### src/rtl/multicycle_main_fsm_pkg.sv
// Shared control definitions for the RV32I cores: FSM states, opcodes,
// ALUOp codes and datapath mux-select encodings.
package core_ctrl_pkg;

    typedef enum logic [3:0] {
        FETCH    = 4'd0,
        DECODE   = 4'd1,
        MEMADR   = 4'd2,
        MEMREAD  = 4'd3,
        MEMWB    = 4'd4,
        MEMWRITE = 4'd5,
        EXECUTER = 4'd6,
        EXECUTEI = 4'd7,
        JAL      = 4'd8,
        ALUWB    = 4'd9,
        BEQ      = 4'd10
    } statetype;

    localparam logic [6:0] OP_LW  = 7'b0000011;
    localparam logic [6:0] OP_SW  = 7'b0100011;
    localparam logic [6:0] OP_R   = 7'b0110011;
    localparam logic [6:0] OP_I   = 7'b0010011;
    localparam logic [6:0] OP_BEQ = 7'b1100011;
    localparam logic [6:0] OP_JAL = 7'b1101111;

    localparam logic [1:0] ALUOP_ADD   = 2'b00;
    localparam logic [1:0] ALUOP_SUB   = 2'b01;
    localparam logic [1:0] ALUOP_FUNCT = 2'b10;

    localparam logic [1:0] RES_ALUOUT    = 2'b00;
    localparam logic [1:0] RES_DATA      = 2'b01;
    localparam logic [1:0] RES_ALURESULT = 2'b10;

    localparam logic [1:0] SRCA_PC    = 2'b00;
    localparam logic [1:0] SRCA_OLDPC = 2'b01;
    localparam logic [1:0] SRCA_RS1   = 2'b10;

    localparam logic [1:0] SRCB_RS2  = 2'b00;
    localparam logic [1:0] SRCB_IMM  = 2'b01;
    localparam logic [1:0] SRCB_FOUR = 2'b10;

    localparam logic [1:0] IMM_I = 2'b00;
    localparam logic [1:0] IMM_S = 2'b01;
    localparam logic [1:0] IMM_B = 2'b10;
    localparam logic [1:0] IMM_J = 2'b11;

    // Raw per-state decode before reset gating and the zero/branch combine.
    typedef struct packed {
        logic       adrSrc;
        logic [1:0] resultSrc;
        logic [1:0] aluSrcA;
        logic [1:0] aluSrcB;
        logic [1:0] aluOp;
        logic       irWrite;
        logic       pcUpdate;
        logic       branch;
        logic       memWrite;
        logic       regWrite;
        logic       instrDone;
        logic       illegalOp;
    } ctrl_t;

    function automatic logic isSupportedOp(input logic [6:0] op);
        return (op == OP_LW) || (op == OP_SW) || (op == OP_R) ||
               (op == OP_I) || (op == OP_BEQ) || (op == OP_JAL);
    endfunction

endpackage

### src/rtl/multicycle_main_fsm_if.sv
// Control bundle between the main FSM (master) and the multicycle datapath (slave).
interface multicycle_main_fsm_if;

    logic [6:0] op;
    logic       zero;
    logic       memReady;
    logic       PCWrite;
    logic       AdrSrc;
    logic       MemWrite;
    logic       IRWrite;
    logic       RegWrite;
    logic [1:0] ResultSrc;
    logic [1:0] ALUSrcA;
    logic [1:0] ALUSrcB;
    logic [1:0] ALUOp;
    logic [1:0] ImmSrc;
    logic       instrDone;
    logic       illegalOp;

    modport master (
        input  op, zero, memReady,
        output PCWrite, AdrSrc, MemWrite, IRWrite, RegWrite, ResultSrc,
               ALUSrcA, ALUSrcB, ALUOp, ImmSrc, instrDone, illegalOp
    );

    modport slave (
        output op, zero, memReady,
        input  PCWrite, AdrSrc, MemWrite, IRWrite, RegWrite, ResultSrc,
               ALUSrcA, ALUSrcB, ALUOp, ImmSrc, instrDone, illegalOp
    );

endinterface

### src/rtl/multicycle_main_fsm_instrDecoder.sv
// Opcode to immediate-format decode; purely combinational so the pipelined core can reuse it.
module instrDecoder
    import core_ctrl_pkg::*;
(
    input  logic [6:0] op_i,
    output logic [1:0] immSrc_o
);

    always_comb begin
        immSrc_o = IMM_I;
        case (op_i)
            OP_SW:   immSrc_o = IMM_S;
            OP_BEQ:  immSrc_o = IMM_B;
            OP_JAL:  immSrc_o = IMM_J;
            default: immSrc_o = IMM_I;
        endcase
    end

endmodule

### src/rtl/multicycle_main_fsm.sv
// Main control FSM of the multicycle RV32I core: sequences fetch/decode/execute/writeback
// on the shared datapath, with optional wait states on the memory port.
module multicycle_main_fsm
    import core_ctrl_pkg::*;
#(
    parameter bit MEM_HANDSHAKE = 1'b1
) (
    input  logic                  clk,
    input  logic                  rst,
    multicycle_main_fsm_if.master bus
);

    statetype   state_q, state_d;
    ctrl_t      ctrl;
    logic       memRdy;
    logic [1:0] immSrc;

    assign memRdy = MEM_HANDSHAKE ? bus.memReady : 1'b1;

    always_ff @(posedge clk or posedge rst) begin
        if (rst) state_q <= FETCH;
        else     state_q <= state_d;
    end

    always_comb begin
        state_d = FETCH;
        case (state_q)
            FETCH:    state_d = memRdy ? DECODE : FETCH;
            DECODE: begin
                case (bus.op)
                    OP_LW, OP_SW: state_d = MEMADR;
                    OP_R:         state_d = EXECUTER;
                    OP_I:         state_d = EXECUTEI;
                    OP_BEQ:       state_d = BEQ;
                    OP_JAL:       state_d = JAL;
                    default:      state_d = FETCH;
                endcase
            end
            MEMADR: begin
                if (bus.op == OP_LW)      state_d = MEMREAD;
                else if (bus.op == OP_SW) state_d = MEMWRITE;
                else                      state_d = FETCH;
            end
            MEMREAD:  state_d = memRdy ? MEMWB : MEMREAD;
            MEMWB:    state_d = FETCH;
            MEMWRITE: state_d = memRdy ? FETCH : MEMWRITE;
            EXECUTER, EXECUTEI, JAL: state_d = ALUWB;
            ALUWB, BEQ: state_d = FETCH;
            default:  state_d = FETCH;
        endcase
    end

    always_comb begin
        ctrl = '0;
        case (state_q)
            FETCH: begin
                ctrl.resultSrc = RES_ALURESULT;
                ctrl.aluSrcA   = SRCA_PC;
                ctrl.aluSrcB   = SRCB_FOUR;
                ctrl.aluOp     = ALUOP_ADD;
                ctrl.irWrite   = memRdy;
                ctrl.pcUpdate  = memRdy;
            end
            DECODE: begin
                // Precompute the branch/jal target into ALUOut while the op is decoded.
                ctrl.aluSrcA   = SRCA_OLDPC;
                ctrl.aluSrcB   = SRCB_IMM;
                ctrl.aluOp     = ALUOP_ADD;
                ctrl.illegalOp = ~isSupportedOp(bus.op);
            end
            MEMADR: begin
                ctrl.aluSrcA = SRCA_RS1;
                ctrl.aluSrcB = SRCB_IMM;
                ctrl.aluOp   = ALUOP_ADD;
            end
            MEMREAD: begin
                ctrl.adrSrc    = 1'b1;
                ctrl.resultSrc = RES_ALUOUT;
            end
            MEMWB: begin
                ctrl.resultSrc = RES_DATA;
                ctrl.regWrite  = 1'b1;
                ctrl.instrDone = 1'b1;
            end
            MEMWRITE: begin
                ctrl.adrSrc    = 1'b1;
                ctrl.resultSrc = RES_ALUOUT;
                ctrl.memWrite  = 1'b1;
                ctrl.instrDone = memRdy;
            end
            EXECUTER: begin
                ctrl.aluSrcA = SRCA_RS1;
                ctrl.aluSrcB = SRCB_RS2;
                ctrl.aluOp   = ALUOP_FUNCT;
            end
            EXECUTEI: begin
                ctrl.aluSrcA = SRCA_RS1;
                ctrl.aluSrcB = SRCB_IMM;
                ctrl.aluOp   = ALUOP_FUNCT;
            end
            JAL: begin
                ctrl.aluSrcA   = SRCA_OLDPC;
                ctrl.aluSrcB   = SRCB_FOUR;
                ctrl.aluOp     = ALUOP_ADD;
                ctrl.resultSrc = RES_ALUOUT;
                ctrl.pcUpdate  = 1'b1;
            end
            ALUWB: begin
                ctrl.resultSrc = RES_ALUOUT;
                ctrl.regWrite  = 1'b1;
                ctrl.instrDone = 1'b1;
            end
            BEQ: begin
                ctrl.aluSrcA   = SRCA_RS1;
                ctrl.aluSrcB   = SRCB_RS2;
                ctrl.aluOp     = ALUOP_SUB;
                ctrl.resultSrc = RES_ALUOUT;
                ctrl.branch    = 1'b1;
                ctrl.instrDone = 1'b1;
            end
            default: ctrl = '0;
        endcase
    end

    instrDecoder u_instrDecoder (
        .op_i     (bus.op),
        .immSrc_o (immSrc)
    );

    // Strobes are masked by rst directly so they drop without waiting for the state register.
    assign bus.PCWrite   = ~rst & ((ctrl.branch & bus.zero) | ctrl.pcUpdate);
    assign bus.IRWrite   = ~rst & ctrl.irWrite;
    assign bus.MemWrite  = ~rst & ctrl.memWrite;
    assign bus.RegWrite  = ~rst & ctrl.regWrite;
    assign bus.instrDone = ~rst & ctrl.instrDone;
    assign bus.illegalOp = ~rst & ctrl.illegalOp;
    assign bus.AdrSrc    = ctrl.adrSrc;
    assign bus.ResultSrc = ctrl.resultSrc;
    assign bus.ALUSrcA   = ctrl.aluSrcA;
    assign bus.ALUSrcB   = ctrl.aluSrcB;
    assign bus.ALUOp     = ctrl.aluOp;
    assign bus.ImmSrc    = immSrc;

endmodule
### src/flat_wrapper.sv
// flat-port wrapper written by rule: the top's interface ports become plain ports
module multicycle_main_fsm_flat import core_ctrl_pkg::*;
#(
    parameter bit MEM_HANDSHAKE = 1'b1
)
  (clk, rst, bus_op, bus_zero, bus_memReady, bus_PCWrite, bus_AdrSrc, bus_MemWrite, bus_IRWrite, bus_RegWrite, bus_ResultSrc, bus_ALUSrcA, bus_ALUSrcB, bus_ALUOp, bus_ImmSrc, bus_instrDone, bus_illegalOp);
  multicycle_main_fsm_if bus_i ();
  input  logic clk;
  input  logic rst;
  input wire logic [$bits(bus_i.op)-1:0] bus_op;
  input wire logic [$bits(bus_i.zero)-1:0] bus_zero;
  input wire logic [$bits(bus_i.memReady)-1:0] bus_memReady;
  output wire logic [$bits(bus_i.PCWrite)-1:0] bus_PCWrite;
  output wire logic [$bits(bus_i.AdrSrc)-1:0] bus_AdrSrc;
  output wire logic [$bits(bus_i.MemWrite)-1:0] bus_MemWrite;
  output wire logic [$bits(bus_i.IRWrite)-1:0] bus_IRWrite;
  output wire logic [$bits(bus_i.RegWrite)-1:0] bus_RegWrite;
  output wire logic [$bits(bus_i.ResultSrc)-1:0] bus_ResultSrc;
  output wire logic [$bits(bus_i.ALUSrcA)-1:0] bus_ALUSrcA;
  output wire logic [$bits(bus_i.ALUSrcB)-1:0] bus_ALUSrcB;
  output wire logic [$bits(bus_i.ALUOp)-1:0] bus_ALUOp;
  output wire logic [$bits(bus_i.ImmSrc)-1:0] bus_ImmSrc;
  output wire logic [$bits(bus_i.instrDone)-1:0] bus_instrDone;
  output wire logic [$bits(bus_i.illegalOp)-1:0] bus_illegalOp;
  assign bus_i.op = bus_op;
  assign bus_i.zero = bus_zero;
  assign bus_i.memReady = bus_memReady;
  assign bus_PCWrite = bus_i.PCWrite;
  assign bus_AdrSrc = bus_i.AdrSrc;
  assign bus_MemWrite = bus_i.MemWrite;
  assign bus_IRWrite = bus_i.IRWrite;
  assign bus_RegWrite = bus_i.RegWrite;
  assign bus_ResultSrc = bus_i.ResultSrc;
  assign bus_ALUSrcA = bus_i.ALUSrcA;
  assign bus_ALUSrcB = bus_i.ALUSrcB;
  assign bus_ALUOp = bus_i.ALUOp;
  assign bus_ImmSrc = bus_i.ImmSrc;
  assign bus_instrDone = bus_i.instrDone;
  assign bus_illegalOp = bus_i.illegalOp;
  multicycle_main_fsm #(.MEM_HANDSHAKE(MEM_HANDSHAKE)) u_core (.clk(clk), .rst(rst), .bus(bus_i));
endmodule
### config.mk
export PLATFORM = sky130hd
export DESIGN_NAME = multicycle_main_fsm_flat
export DESIGN_NICKNAME = d
export VERILOG_FILES = /design/src/rtl/multicycle_main_fsm_pkg.sv /design/src/rtl/multicycle_main_fsm_if.sv /design/src/rtl/multicycle_main_fsm_instrDecoder.sv /design/src/rtl/multicycle_main_fsm.sv /design/src/flat_wrapper.sv
export SDC_FILE = /design/constraint.sdc
export NUM_CORES = 1
export LEC_CHECK = 0
export BUFFER_PORTS_ARGS = -buffer_cell sky130_fd_sc_hd__buf_2
export CORE_MARGIN = 2
export CORE_UTILIZATION = 45
export CTS_BUF_LIST = sky130_fd_sc_hd__clkbuf_8
export DETAILED_ROUTE_END_ITERATION = 10
export HOLD_SLACK_MARGIN = 0.06
export PLACE_DENSITY = 0.82
export SLEW_MARGIN = 20
export SYNTH_ARGS = -nofsm -noshare
export SYNTH_HDL_FRONTEND = slang
export SYNTH_SLANG_ARGS = --single-unit
### constraint.sdc
create_clock -name clk -period 1.8 [get_ports clk]
set_clock_uncertainty 0.05 [all_clocks]
set_input_delay 0 -clock clk [delete_from_list [all_inputs] [get_ports clk]]
set_output_delay 0 -clock clk [all_outputs]
set_load 0.005 [all_outputs]
# Word-level counts from Yosys, hierarchy flattened
# Index checks and enable logic that the tools add are counted.
op_classes:
  n_eq_ne: 16
  muxes: 18
  n_bitwise: 10
  reduce_logical: 11
ops:
  columns: ["operator", "count"]
  rows:
  - ["$pmux W6 S7", 1]
  - ["$pmux W4 S6", 1]
  - ["$pmux W4 S5", 1]
  - ["$eq A4 B3 Y1 const B", 4]
  - ["$eq A7 B6 Y1 const B", 2]
  - ["$eq A7 B7 Y1 const B", 2]
  - ["$eq A4 B4 Y1 const B", 3]
  - ["$mux W3", 3]
  - ["$eq A4 B2 Y1 const B", 2]
  - ["$and A1 B1 Y1", 7]
  - ["$eq A7 B2 Y1 const B", 1]
  - ["$eq A7 B5 Y1 const B", 1]
  - ["$mux W1", 7]
  - ["$pmux W2 S3", 1]
  - ["$reduce_or A2 Y1", 3]
  - ["$reduce_or A3 Y1", 2]
  - ["$logic_or A1 B1 Y1", 5]
  - ["$eq A4 B1 Y1 const B", 1]
  - ["$logic_not A4 Y1", 1]
  - ["$mux W4", 1]
  - ["$pmux W1 S2", 2]
  - ["$pmux W2 S2", 1]
  - ["$not A1 Y1", 2]
  - ["$or A1 B1 Y1", 1]
word_totals:
  regBits: 4
  inputBits: 11
  output_inout_bits: 17
  word_cells: 56

# Longest topological paths before layout
logic_depth:
  word_depth: 9
  ltp_mapped: 6
  depth_no_buf: 5

# By module
# Synthesis repeated with hierarchy kept, for this count alone.
unflattened:
  cells_unflattened: 78
  area_unflattened_um2: 601.8
by_module_without_submodules:
  columns: ["mod", "n_inst", "cells_per_inst", "area_per_inst_um2", "seq_area_each_um2"]
  rows:
  - ["multicycle_main_fsm", 1, 72, 558.0, 100.1]
  - ["instrDecoder", 1, 6, 43.8, 0.0]

# Worst setup path before layout
# OpenSTA, ideal clock, no wires.
synth_timing:
  kind: "register -> register"
  start: "reg u_core.state_q[1]"
  end: "reg u_core.state_q[0]"
  setup_time_ps: 134
  arrival_ps: 998
  required_ps: 1616
  setup_slack_ps: 618
  stages_incl_launch_ff: 6
  path_buffers: 1
  synth_period_minus_slack_ps: 1182
  cell_sequence: "dfrtp_1 > buf_6 > or2_4 > nand3b_1 > a21o_1 > nand4_1"
synth_via:
  elab_chain_cells: 3
  word_cells_on_any_way: 10
  classes_between: "eq/ne: 7; mux: 1; reduce/logical: 2"
synth_lines:
  columns: ["element", "line", "rtl"]
  rows:
  - ["from (decl)", "multicycle_main_fsm.sv:13", "statetype state_q, state_d;"]
  - ["from (signal assigned)", "multicycle_main_fsm.sv:22", "else state_q <= state_d;"]
  - ["$eq A4 B3 Y1 or $eq A4 B4 Y1 (tied branches)", "multicycle_main_fsm.sv:27", "case (state_q)"]
  - ["$reduce_or A3 Y1", "multicycle_main_fsm.sv:27", null]
  - ["$pmux W4 S6 *", "multicycle_main_fsm.sv:27", null]
  - ["named net u_core.state_d[0]", "multicycle_main_fsm.sv:13", null]
# The timed path passes the listed nets; every way through them passes the cells marked *.

# Worst setup path after layout
layout_timing:
  start: "reg u_core.state_q[1]"
  end: "out bus_PCWrite"
layout_via:
  elab_chain_cells: 5
  word_cells_on_any_way: 8
  classes_between: "eq/ne: 2; mux: 2; bitwise: 3; reduce/logical: 1"
layout_lines:
  columns: ["element", "line", "rtl"]
  rows:
  - ["$eq A4 B4 Y1", "multicycle_main_fsm.sv:55", "case (state_q)"]
  - ["$mux W1", "multicycle_main_fsm.sv:55", null]
  - ["$and A1 B1 Y1", "multicycle_main_fsm.sv:131", "assign bus.PCWrite = ~rst & ((ctrl.branch & bus.zero) | ctrl.pcUpdate);"]
  - ["$or A1 B1 Y1 *", "multicycle_main_fsm.sv:131", null]
  - ["$and A1 B1 Y1 *", "multicycle_main_fsm.sv:131", null]
  - ["to (decl)", "flat_wrapper.sv:13", "output wire logic [$bits(bus_i.PCWrite)-1:0] bus_PCWrite;"]
# Mark *: on every way between the ends. The rest lies on a longest branch, timed or not.

==> flow_metrics.tcl <==
set metrics [dict create \
    status "finished clean" \
    start_util_pct 47.3 \
    ant_nets 0 \
    crit_family "flip-flops" \
    wl_per_cell_um 12.4 \
    min_period_over_period_pct 91.6 \
    cp_num_buf_inv 1 \
    synth_top_area_share_pct 16.7 \
    synth_area_sq_um 601 \
    crit_type "reg -> out" \
    clkLatencyLatePin_ns 0.22 \
    clkPwrFrac_pct 47.4 \
    post-route-drc-count 0 \
    hold_path.class "in -> reg" \
    dp_hpwl_um 1190 \
    yosysTopAreaCell "dfrtp_1" \
    antenna_found_initial 0 \
    synth-edff-count 0 \
    area_delta_synth_final_pct 29.0 \
    cts-root-buf "clkbuf_8" \
    syn_nets 95 \
    viasPerCell 5.51 \
    worstPathCellList "or2_4, nor2_4, o21ai_2, a21oi_2, buf_2" \
    grt_pass1_vias 566 \
    portBuffers 27 \
    die_height_um 40.5 \
    fin_crit_ns 1.65 \
    yosys_warnings 0 \
    worst_slew_pin_slew_ns 0.573 \
    critPathMaxFanout 17 \
    cts_buffers 3 \
    fmax_ghz 0.606 \
    pin_count 28 \
    grt_util_all_layers_pct 21.6 \
    avgSynthCellArea_sq_um 7.15 \
    nets 123 \
    worstSetupEndpointType "output port" \
    power.leakage_nw 0.370 \
    vias 689 \
    crit_arrival_ns 1.60 \
    grt_pass1_wl_um 2390 \
    die_w_um 40.5 \
    ys_types 38 \
    synthArstFlopShare_pct 100 \
    placed_cells 121 \
    antenna_cells 0 \
    r2r_slack_ns 0.34 \
    synth-main-ff-cell "dfrtp_1" \
    worstPathRequired_ns 1.75 \
    power.density_nw_per_um2 529 \
    ys_ff_latch 4 \
    largest_reg_flops 4 \
    cpPeakStageDelay_ns 0.58 \
    critPathLaunchType "flop" \
    seq_power_share_pct 26.0 \
    fp-row-count 13 \
    fin_cells 125 \
    max-vdd-ir-drop_mv 0.431 \
    cap_violations 0 \
    grt_max_degree 18 \
    design.die.area_sq_um 1640 \
    tns_ns 0 \
    synthCells 84 \
    coreArea_sq_um 1270 \
    hold_viol 0 \
    gp_congestion 0.747 \
    drt_iter0_markers 11 \
    yosysSeqAreaShare_pct 16.7 \
    cts_htree_levels 1 \
    power.net_switching_mw 0.120 \
    grt_setup_unrepaired "false" \
    post_cts_resized 0 \
    cts_sinks 4 \
    maxSlewHeadroom_pct 61.8 \
    pwr-share-comb_pct 26.7 \
    cts_tree "built" \
    clk_pin_slew_ns 0.04 \
    regMostFlops "u_core.state_q" \
    p_sw_share_pct 29.3 \
    cp_slowest_cell "dfrtp_1" \
    n_fill_cell 122 \
    drive_gt1_share_pct 36.4 \
    synthTopCellsByArea "dfrtp_1 17%, nor2_1 8.1%, a21oi_1 5.0%, nor3_1 5.0%, nand2b_4 4.6%" \
    dr.pass1.iters 4 \
    drv_slew 0 \
    cts_buffer_depth 2 \
    p_int_mw 0.290 \
    wirelength_um 1550 \
    top_regs "u_core.state_q: 4 flops" \
    grt-ovfl-total 0 \
    finalSetupViolCount 0 \
]
[worst paths after layout]
kind                       cells after the start                           to                         from
max                                            5                  bus_PCWrite  u_core.state_q[1]$_DFF_PP0_
min                                            3  u_core.state_q[0]$_DFF_PP0_                 bus_memReady
max reg2reg                                    4  u_core.state_q[0]$_DFF_PP0_  u_core.state_q[1]$_DFF_PP0_
min reg2reg                                    2  u_core.state_q[0]$_DFF_PP0_  u_core.state_q[3]$_DFF_PP0_
max in group asynchronous                      3  u_core.state_q[0]$_DFF_PP0_                          rst
min in group asynchronous                      3  u_core.state_q[1]$_DFF_PP0_                          rst
[synth_stat cells (all sizes together) (2+ instances only)]
| cell type | count |
|---|---|
| buf | 6 |
| nor3 | 6 |
| a21oi | 7 |
| nand2 | 6 |
| o21ai | 2 |
| mux2i | 2 |
| dfrtp | 4 |
| inv | 2 |
| nand4 | 2 |
| nor4 | 3 |
| nand2b | 6 |
| nand3 | 4 |
| nor2b | 3 |
| xnor2 | 2 |
| nor2 | 14 |
[cells by family (layout without fill, tap and decap cells)]
group / count (synthesis) / count (layout) / share of synthesized area [%]
buffers and inverters: 8 / 34 / 7.71
xor gates and xnor gates: 2 / 2 / 2.92
AOI/OAI and AO/OA: 17 / 17 / 20.0
DFF: 4 / 4 / 16.7
muxes: 2 / 2 / 3.33
and+or+nand+nor: 51 / 51 / 49.4
[power by group through the flow]
stage	Clock [mW]	Sequential [mW]	Combinational [mW]
floorplan	0	0.0956	0.0736
global placement	0	0.106	0.105
detailed placement	0	0.107	0.108
CTS	0.197	0.106	0.110
global route	0.204	0.107	0.122
finish	0.194	0.106	0.109
[worst reg2reg max path, stage by stage (launching register included)]
cell      delay, ns
dfrtp_1        0.58
or2_4          0.38
nand3b_1       0.10
a21o_1         0.12
nand4_1        0.09
[routing by layer]
layer	track usage, %	share of wire [%]	up-vias
li1	-	-	356
met5	0	0	-
met4	10.0	0	0
met1	25.9	45	313
met2	37.7	50	20
met3	2.22	4.2	0
[layout make-up]
| cell class | count | area, sq um | area share (%) |
|---|---|---|---|
| clock buffer | 3 | 41.3 | 5.33 |
| inverter | 2 | 7.51 | 0.969 |
| multi-input combinational | 72 | 454 | 58.6 |
| sequential | 4 | 100 | 12.9 |
| tap | 15 | 18.8 | 2.42 |
| timing repair buffer | 29 | 153 | 19.7 |
[stage by stage]
| stage | utilization (%) | setup WS, ns | power, mW | hold WS [ns] | area [sq um] |
|---|---|---|---|---|---|
| after floorplan | - | 0.618 | 0.169 | -0.284 | 601 |
| after global placement | 57.0 | 0.429 | 0.211 | -0.101 | 723 |
| after detailed placement | 57.0 | 0.377 | 0.214 | -0.0967 | 723 |
| after CTS | 61.0 | 0.165 | 0.412 | 0.0967 | 774 |
| after global routing | 61.0 | 0.0656 | 0.434 | 0.116 | 774 |
| final | 61.0 | 0.151 | 0.410 | 0.0893 | 774 |
[cells in the final DEF, fill, tap and decap left out, types with 2 or more instances in the layout]
cell      instances
clkbuf_8          3
nand2_1           6
nor2_1           13
nand2b_4          2
nand2b_1          4
dfrtp_1           4
nor2b_1           2
a21oi_1           6
nor4_1            2
nand3_1           4
xnor2_1           2
nand4_1           2
inv_1             2
nor3_1            6
mux2i_1           2
buf_2            27
[repair_timing]
action | CTS | global route
hold buffers | 1 | 0
hold endpoints to repair | 4 | 0
buffers inserted | 0 | 0
Power figures use the tool's default switching activity.
